<file path="src/rtl/mac_accum_4_bit_pkg.sv">
// Shared definitions for the 4-bit multiply-accumulate block:
// operand width and controller state encodings.
package mac_accum_4_bit_pkg;

    localparam int OP_W = 4;
    localparam int PROD_W = 2 * OP_W;

    // 2'b11 is unused; the controller recovers from it to ACCUM.
    typedef enum logic [1:0] {
        ACCUM = 2'b00,
        DRAIN = 2'b01,
        DONE  = 2'b10
    } state_t;

endpackage

</file>
<file path="src/rtl/mac_accum_4_bit_if.sv">
// Operand-in / result-out handshake bundle for mac_accum_4_bit.
// The master drives operands, clear and result acceptance.
interface mac_accum_4_bit_if
    import mac_accum_4_bit_pkg::*;
#(
    parameter int ACC_W = 10
) ();

    logic              clr;
    logic [OP_W-1:0]   x;
    logic [OP_W-1:0]   y;
    logic              in_valid;
    logic              in_ready;
    logic [ACC_W-1:0]  acc_out;
    logic              ovf;
    logic              out_valid;
    logic              out_ready;

    modport master (
        output clr, x, y, in_valid, out_ready,
        input  in_ready, acc_out, ovf, out_valid
    );

    modport slave (
        input  clr, x, y, in_valid, out_ready,
        output in_ready, acc_out, ovf, out_valid
    );

endinterface

</file>
<file path="src/rtl/mul_4_bit_op.sv">
// Combinational 4x4 unsigned multiplier producing a full 8-bit product.
module mul_4_bit_op
    import mac_accum_4_bit_pkg::*;
(
    input  logic [OP_W-1:0]   a,
    input  logic [OP_W-1:0]   b,
    output logic [PROD_W-1:0] p
);

    assign p = PROD_W'(a) * PROD_W'(b);

endmodule

</file>
<file path="src/rtl/mac_accum_4_bit.sv">
// Sequential MAC: registers one product per accepted pair and sums
// N_TERMS products into a result presented on a valid/ready output.
module mac_accum_4_bit
    import mac_accum_4_bit_pkg::*;
#(
    parameter int N_TERMS = 4,
    parameter int ACC_W   = 10
) (
    input  logic              clk,
    input  logic              rst,
    mac_accum_4_bit_if.slave  bus
);

    localparam int CNT_W = (N_TERMS > 1) ? $clog2(N_TERMS) : 1;
    localparam logic [CNT_W-1:0] CNT_LAST = CNT_W'(N_TERMS - 1);

    state_t              st, st_nxt;
    logic [CNT_W-1:0]    cnt;
    logic [ACC_W-1:0]    acc;
    logic                ovf_q;
    logic [PROD_W-1:0]   p_reg;
    logic                p_vld;
    logic [PROD_W-1:0]   prod;
    logic [ACC_W:0]      sum;
    logic                accept;
    logic                last;

    mul_4_bit_op u_mul (
        .a (bus.x),
        .b (bus.y),
        .p (prod)
    );

    // clr blocks acceptance so a pair offered during an abort is not lost silently
    assign bus.in_ready  = (st == ACCUM) && !bus.clr;
    assign bus.out_valid = (st == DONE);
    assign bus.acc_out   = acc;
    assign bus.ovf       = ovf_q;

    assign accept = bus.in_valid && bus.in_ready;
    assign last   = (cnt == CNT_LAST);
    assign sum    = {1'b0, acc} + (ACC_W + 1)'(p_reg);

    always_comb begin
        st_nxt = st;
        case (st)
            ACCUM:   if (accept && last) st_nxt = DRAIN;
            DRAIN:   st_nxt = DONE;
            DONE:    if (bus.out_ready) st_nxt = ACCUM;
            default: st_nxt = ACCUM;
        endcase
    end

    always_ff @(posedge clk or posedge rst) begin
        if (rst) begin
            st    <= ACCUM;
            cnt   <= '0;
            acc   <= '0;
            ovf_q <= 1'b0;
            p_reg <= '0;
            p_vld <= 1'b0;
        end else if (bus.clr) begin
            st    <= ACCUM;
            cnt   <= '0;
            acc   <= '0;
            ovf_q <= 1'b0;
            p_vld <= 1'b0;
        end else begin
            st    <= st_nxt;
            p_vld <= accept;
            if (accept) begin
                p_reg <= prod;
                cnt   <= last ? '0 : cnt + 1'b1;
            end
            // p_vld is never set while in DONE, so the two branches cannot collide
            if (st == DONE && bus.out_ready) begin
                acc   <= '0;
                ovf_q <= 1'b0;
            end else if (p_vld) begin
                acc <= sum[ACC_W-1:0];
                if (sum[ACC_W]) ovf_q <= 1'b1;
            end
        end
    end

endmodule
</file>
<file path="src/flat_wrapper.sv">
// flat-port wrapper written by rule: the top's interface ports become plain ports
module mac_accum_4_bit_flat import mac_accum_4_bit_pkg::*;
#(
    parameter int N_TERMS = 4,
    parameter int ACC_W   = 10
)
  (clk, rst, bus_clr, bus_x, bus_y, bus_in_valid, bus_out_ready, bus_in_ready, bus_acc_out, bus_ovf, bus_out_valid);
  mac_accum_4_bit_if #(.ACC_W(ACC_W)) bus_i ();
  input  logic clk;
  input  logic rst;
  input wire logic [$bits(bus_i.clr)-1:0] bus_clr;
  input wire logic [$bits(bus_i.x)-1:0] bus_x;
  input wire logic [$bits(bus_i.y)-1:0] bus_y;
  input wire logic [$bits(bus_i.in_valid)-1:0] bus_in_valid;
  input wire logic [$bits(bus_i.out_ready)-1:0] bus_out_ready;
  output wire logic [$bits(bus_i.in_ready)-1:0] bus_in_ready;
  output wire logic [$bits(bus_i.acc_out)-1:0] bus_acc_out;
  output wire logic [$bits(bus_i.ovf)-1:0] bus_ovf;
  output wire logic [$bits(bus_i.out_valid)-1:0] bus_out_valid;
  assign bus_i.clr = bus_clr;
  assign bus_i.x = bus_x;
  assign bus_i.y = bus_y;
  assign bus_i.in_valid = bus_in_valid;
  assign bus_i.out_ready = bus_out_ready;
  assign bus_in_ready = bus_i.in_ready;
  assign bus_acc_out = bus_i.acc_out;
  assign bus_ovf = bus_i.ovf;
  assign bus_out_valid = bus_i.out_valid;
  mac_accum_4_bit #(.N_TERMS(N_TERMS), .ACC_W(ACC_W)) u_core (.clk(clk), .rst(rst), .bus(bus_i));
endmodule
</file>
<file path="config.mk">
export PLATFORM = sky130hd
export DESIGN_NAME = mac_accum_4_bit_flat
export DESIGN_NICKNAME = d
export VERILOG_FILES = /design/src/rtl/mac_accum_4_bit_pkg.sv /design/src/rtl/mac_accum_4_bit_if.sv /design/src/rtl/mul_4_bit_op.sv /design/src/rtl/mac_accum_4_bit.sv /design/src/flat_wrapper.sv
export SDC_FILE = /design/constraint.sdc
export NUM_CORES = 1
export LEC_CHECK = 0
export ABC_CLOCK_PERIOD_IN_PS = 1850
export CORE_UTILIZATION = 49
export CTS_CLUSTER_DIAMETER = 80
export DETAILED_ROUTE_END_ITERATION = 10
export PLACE_DENSITY_LB_ADDON = 0.25
export REMOVE_ABC_BUFFERS = 1
export SETUP_SLACK_MARGIN = 0.5
export SYNTH_ARGS = -nofsm -noshare
export SYNTH_HDL_FRONTEND = slang
export SYNTH_SLANG_ARGS = --single-unit
</file>
<file path="constraint.sdc">
create_clock -name clk -period 1.85 [get_ports clk]
set_clock_uncertainty 0.05 [all_clocks]
set_input_delay 0.37 -clock clk [delete_from_list [all_inputs] [get_ports clk]]
set_output_delay 0.37 -clock clk [all_outputs]
set_load 0.02 [all_outputs]
</file>
==> qor.yml <==
critical_path:
  reg2reg_to: "u_core.bus.acc_out[8]$_DFFE_PP0P_"
  crit_required_ps: 2050
  r2r_start: "u_core.p_reg[0]$_DFFE_PP0P_"
  arrival_ps: 2640
  r2r_cells: 8
  reg2reg_slack_ps: -230
  crit_path_end_kind: "flip-flop"
  start_kind: "input port"
  crit_path_max_fanout: 2
  path_class: "in -> reg"
sta:
  slew_viol_final: 0
  setup_slack_ps: -597
  fin_crit_sh_pct: 132
  setup_viol: 10
  maxSlewHeadroom_pct: 66.7
  rsz0062_at_grt: "yes"
  worst_slew_pin_slew_ps: 499
  period_minus_slack_ps: 2450
  hold_viol: 0
  fmax_ghz: 0.409
power_and_ir_drop:
  pwr-share-seq_pct: 35.6
  intPower_w: 0.00112
  p_per_area_nw_per_um2: 623
  p_sw_w: 0.000707
  ir_drop_v: 0.000399
  p_clk_share_pct: 14.0
  p_leak_nw: 1.40
  swShare_pct: 38.7
  pwr-share-comb_pct: 50.4
cells_and_area:
  largest_reg_flops: 10
  drive_above_1_share_pct: 49.8
  antenna_cells: 0
  fillers: 156
  syn_to_final_growth_pct: 69.4
  nNetsFinal: 308
  final_util_pct: 87.3
  instances_no_fill: 313
placed_design:
  io_buffers: 25
  hpwl_um: 2980
  place_ws_ps: -1520
  gp_routability_congestion: 0.834
  dp_cells: 280
routing:
  drtAntennaViolNets: 0
  viasPerCell: 6.17
  drc_errors: 0
  drt_wl_total_um: 6570
  first_pass_iters: 5
  first_iter_violations: 227
  routedWlPerCell_um: 21.0
  vias: 1930
global_routing:
  grt-ovfl-total: 0
  gr-usage-all-layers_pct: 29.6
  grt_pass1_wl_um: 8040
  grt_antenna_before_repair: 0
  grt_pass1_vias: 1842
  grt_max_degree: 25
clocking:
  clkSlewWorstSetupHoldPaths_ps: 150
  cts_tree: "done"
  clock_sinks: 24
  holdBufCountCts: 0
  root_buffer: "clkbuf_4"
  clock_latency_ps: 340
  ctsLongestPathBuffers: 2
  htreeDepth: 1
  cts_buffers: 3
hold_path:
  hold_path_class: "in -> async"
floorplanning:
  dieArea_um2: 3780
  start_util_pct: 51.5
  die_x_um: 61.5
  die_h_um: 61.5
  coreArea_um2: 3360
  io_pins: 26
  rows: 21
logic_synthesis:
  synth.top_cells.by_area: "dfrtp_1 35%, ha_1 15%, fa_1 5.8%, nand2_1 5.2%, and2_1 4.0%"
  yosys_warnings: 0
  syn_inst: 186
  synth_ff_type: "dfrtp_1"
  synth_edf_count: 0
  synth_area_per_cell_um2: 9.32
  seq_area_frac_synth_pct: 34.7
  async_reset_ff_share_pct: 100
  syn_area_um2: 1730
  netlist_top_cells_count: "24 x dfrtp_1, 24 x nand2_1, 21 x ha_1"
  synth_top_area_cell: "dfrtp_1"
  ys_ff_latch: 24
  synth_cell_types: 35
  synth_top_area_share_pct: 34.7
outcome:
  violations: "setup timing"
  status: "finished, violations left"
job:
  maxCapViolCount: 0
==> per-stage QoR <==
| stage | hold slack [ps] | area (um2) | setup TNS (ps) | power, W |
|---|---|---|---|---|
| detailed placement | 427 | 2220 | -7330 | 0.00119 |
| global route | 366 | 2940 | -3240 | 0.00192 |
| CTS | 341 | 2720 | -1740 | 0.00163 |
| finish | 306 | 2940 | -2390 | 0.00183 |
| floorplan | 335 | 1710 | -3490 | 0.000964 |
| global placement | 420 | 2220 | -6770 | 0.00116 |
==> worst max-delay path, cell delays in order <==
cell,delay [ps]
buf_8,80
nand2_4,50
fa_1,550
fa_1,430
inv_2,110
ha_4,200
a21o_1,180
a31o_1,230
a21oi_2,150
xor2_1,190
o21ai_1,100
==> logic make-up (layout without fill, tap and decap cells) <==
logic type               Yosys count  count (layout)  synth area share (%)
adder cells (fa/ha/maj)           26              26                  20.9
AND/OR/NAND/NOR                   67              67                  18.8
AO/OA/AOI/OAI                     42              42                  15.3
flip-flops                        24              24                  34.7
XOR/XNOR                           9               9                  4.55
multiplexers                       4               4                  2.31
buffers and inverters             14              95                  3.47
==> repair_timing <==
item | 4_1_cts | 5_1_grt
resized for setup | 166 | 42
pin swaps | 44 | 20
endpoints found under the setup margin | 31 | 30
gates cloned | 0 | 1
buffers inserted | 23 | 6
==> metal layers <==
metal / GRT usage, % / wire length, um / up-vias / part of all wire [%]
met5: 0 / 0 / - / 0
met4: 18.1 / 445 / 0 / 6.8
met3: 5.25 / 461 / 53 / 7.0
met2: 57.5 / 3450 / 133 / 52
met1: 28.7 / 2220 / 932 / 34
li1: - / - / 812 / -
==> layout make-up <==
cell class / instances / area, um2 / share of cell area (%)
clock buffers: 3 / 22.5 / 0.767
multi-input cells: 148 / 1430 / 48.6
well taps: 46 / 57.6 / 1.96
repair buffers: 82 / 774 / 26.4
inverters: 10 / 50.0 / 1.71
flip-flops and latches: 24 / 603 / 20.5
==> power by group through the flow <==
stage | registers [W] | clock network (W) | logic (W)
final | 0.000652 | 0.000256 | 0.000922
after global routing | 0.000654 | 0.000268 | 0.000996
after CTS | 0.000639 | 0.000232 | 0.000755
after detailed placement | 0.000632 | 0 | 0.000556
after global placement | 0.000627 | 0 | 0.000533
after floorplan | 0.000640 | 0 | 0.000323
==> worst max-delay path by stage <==
| stage | startpoint | end | cells after the start |
|---|---|---|---|
| floorplan | bus_y[3] | u_core.p_reg[7]$_DFFE_PP0P_ | 10 |
| global placement | bus_y[3] | u_core.p_reg[7]$_DFFE_PP0P_ | 11 |
| detailed placement | bus_x[2] | u_core.p_reg[7]$_DFFE_PP0P_ | 11 |
| CTS | bus_y[1] | u_core.p_reg[7]$_DFFE_PP0P_ | 11 |
| global route | bus_y[3] | u_core.p_reg[7]$_DFFE_PP0P_ | 11 |
| finish | bus_y[1] | u_core.p_reg[7]$_DFFE_PP0P_ | 11 |
==> placed cells by master, fill, tap and decap left out, types with 4 or more instances in the layout <==
cell | synthesis | routed
a21oi_2 | 0 | 4
a21oi_1 | 13 | 6
ha_4 | 0 | 10
dfrtp_1 | 24 | 22
and2_1 | 11 | 9
nand2_2 | 0 | 7
mux2i_1 | 4 | 4
ha_1 | 21 | 10
a21o_1 | 4 | 4
nor2_1 | 13 | 13
nand2_1 | 24 | 14
buf_4 | 0 | 34
buf_2 | 0 | 4
inv_1 | 9 | 7
xor2_1 | 7 | 6
buf_6 | 1 | 35
o21ai_1 | 4 | 8
(Power assumes the default switching activity.)
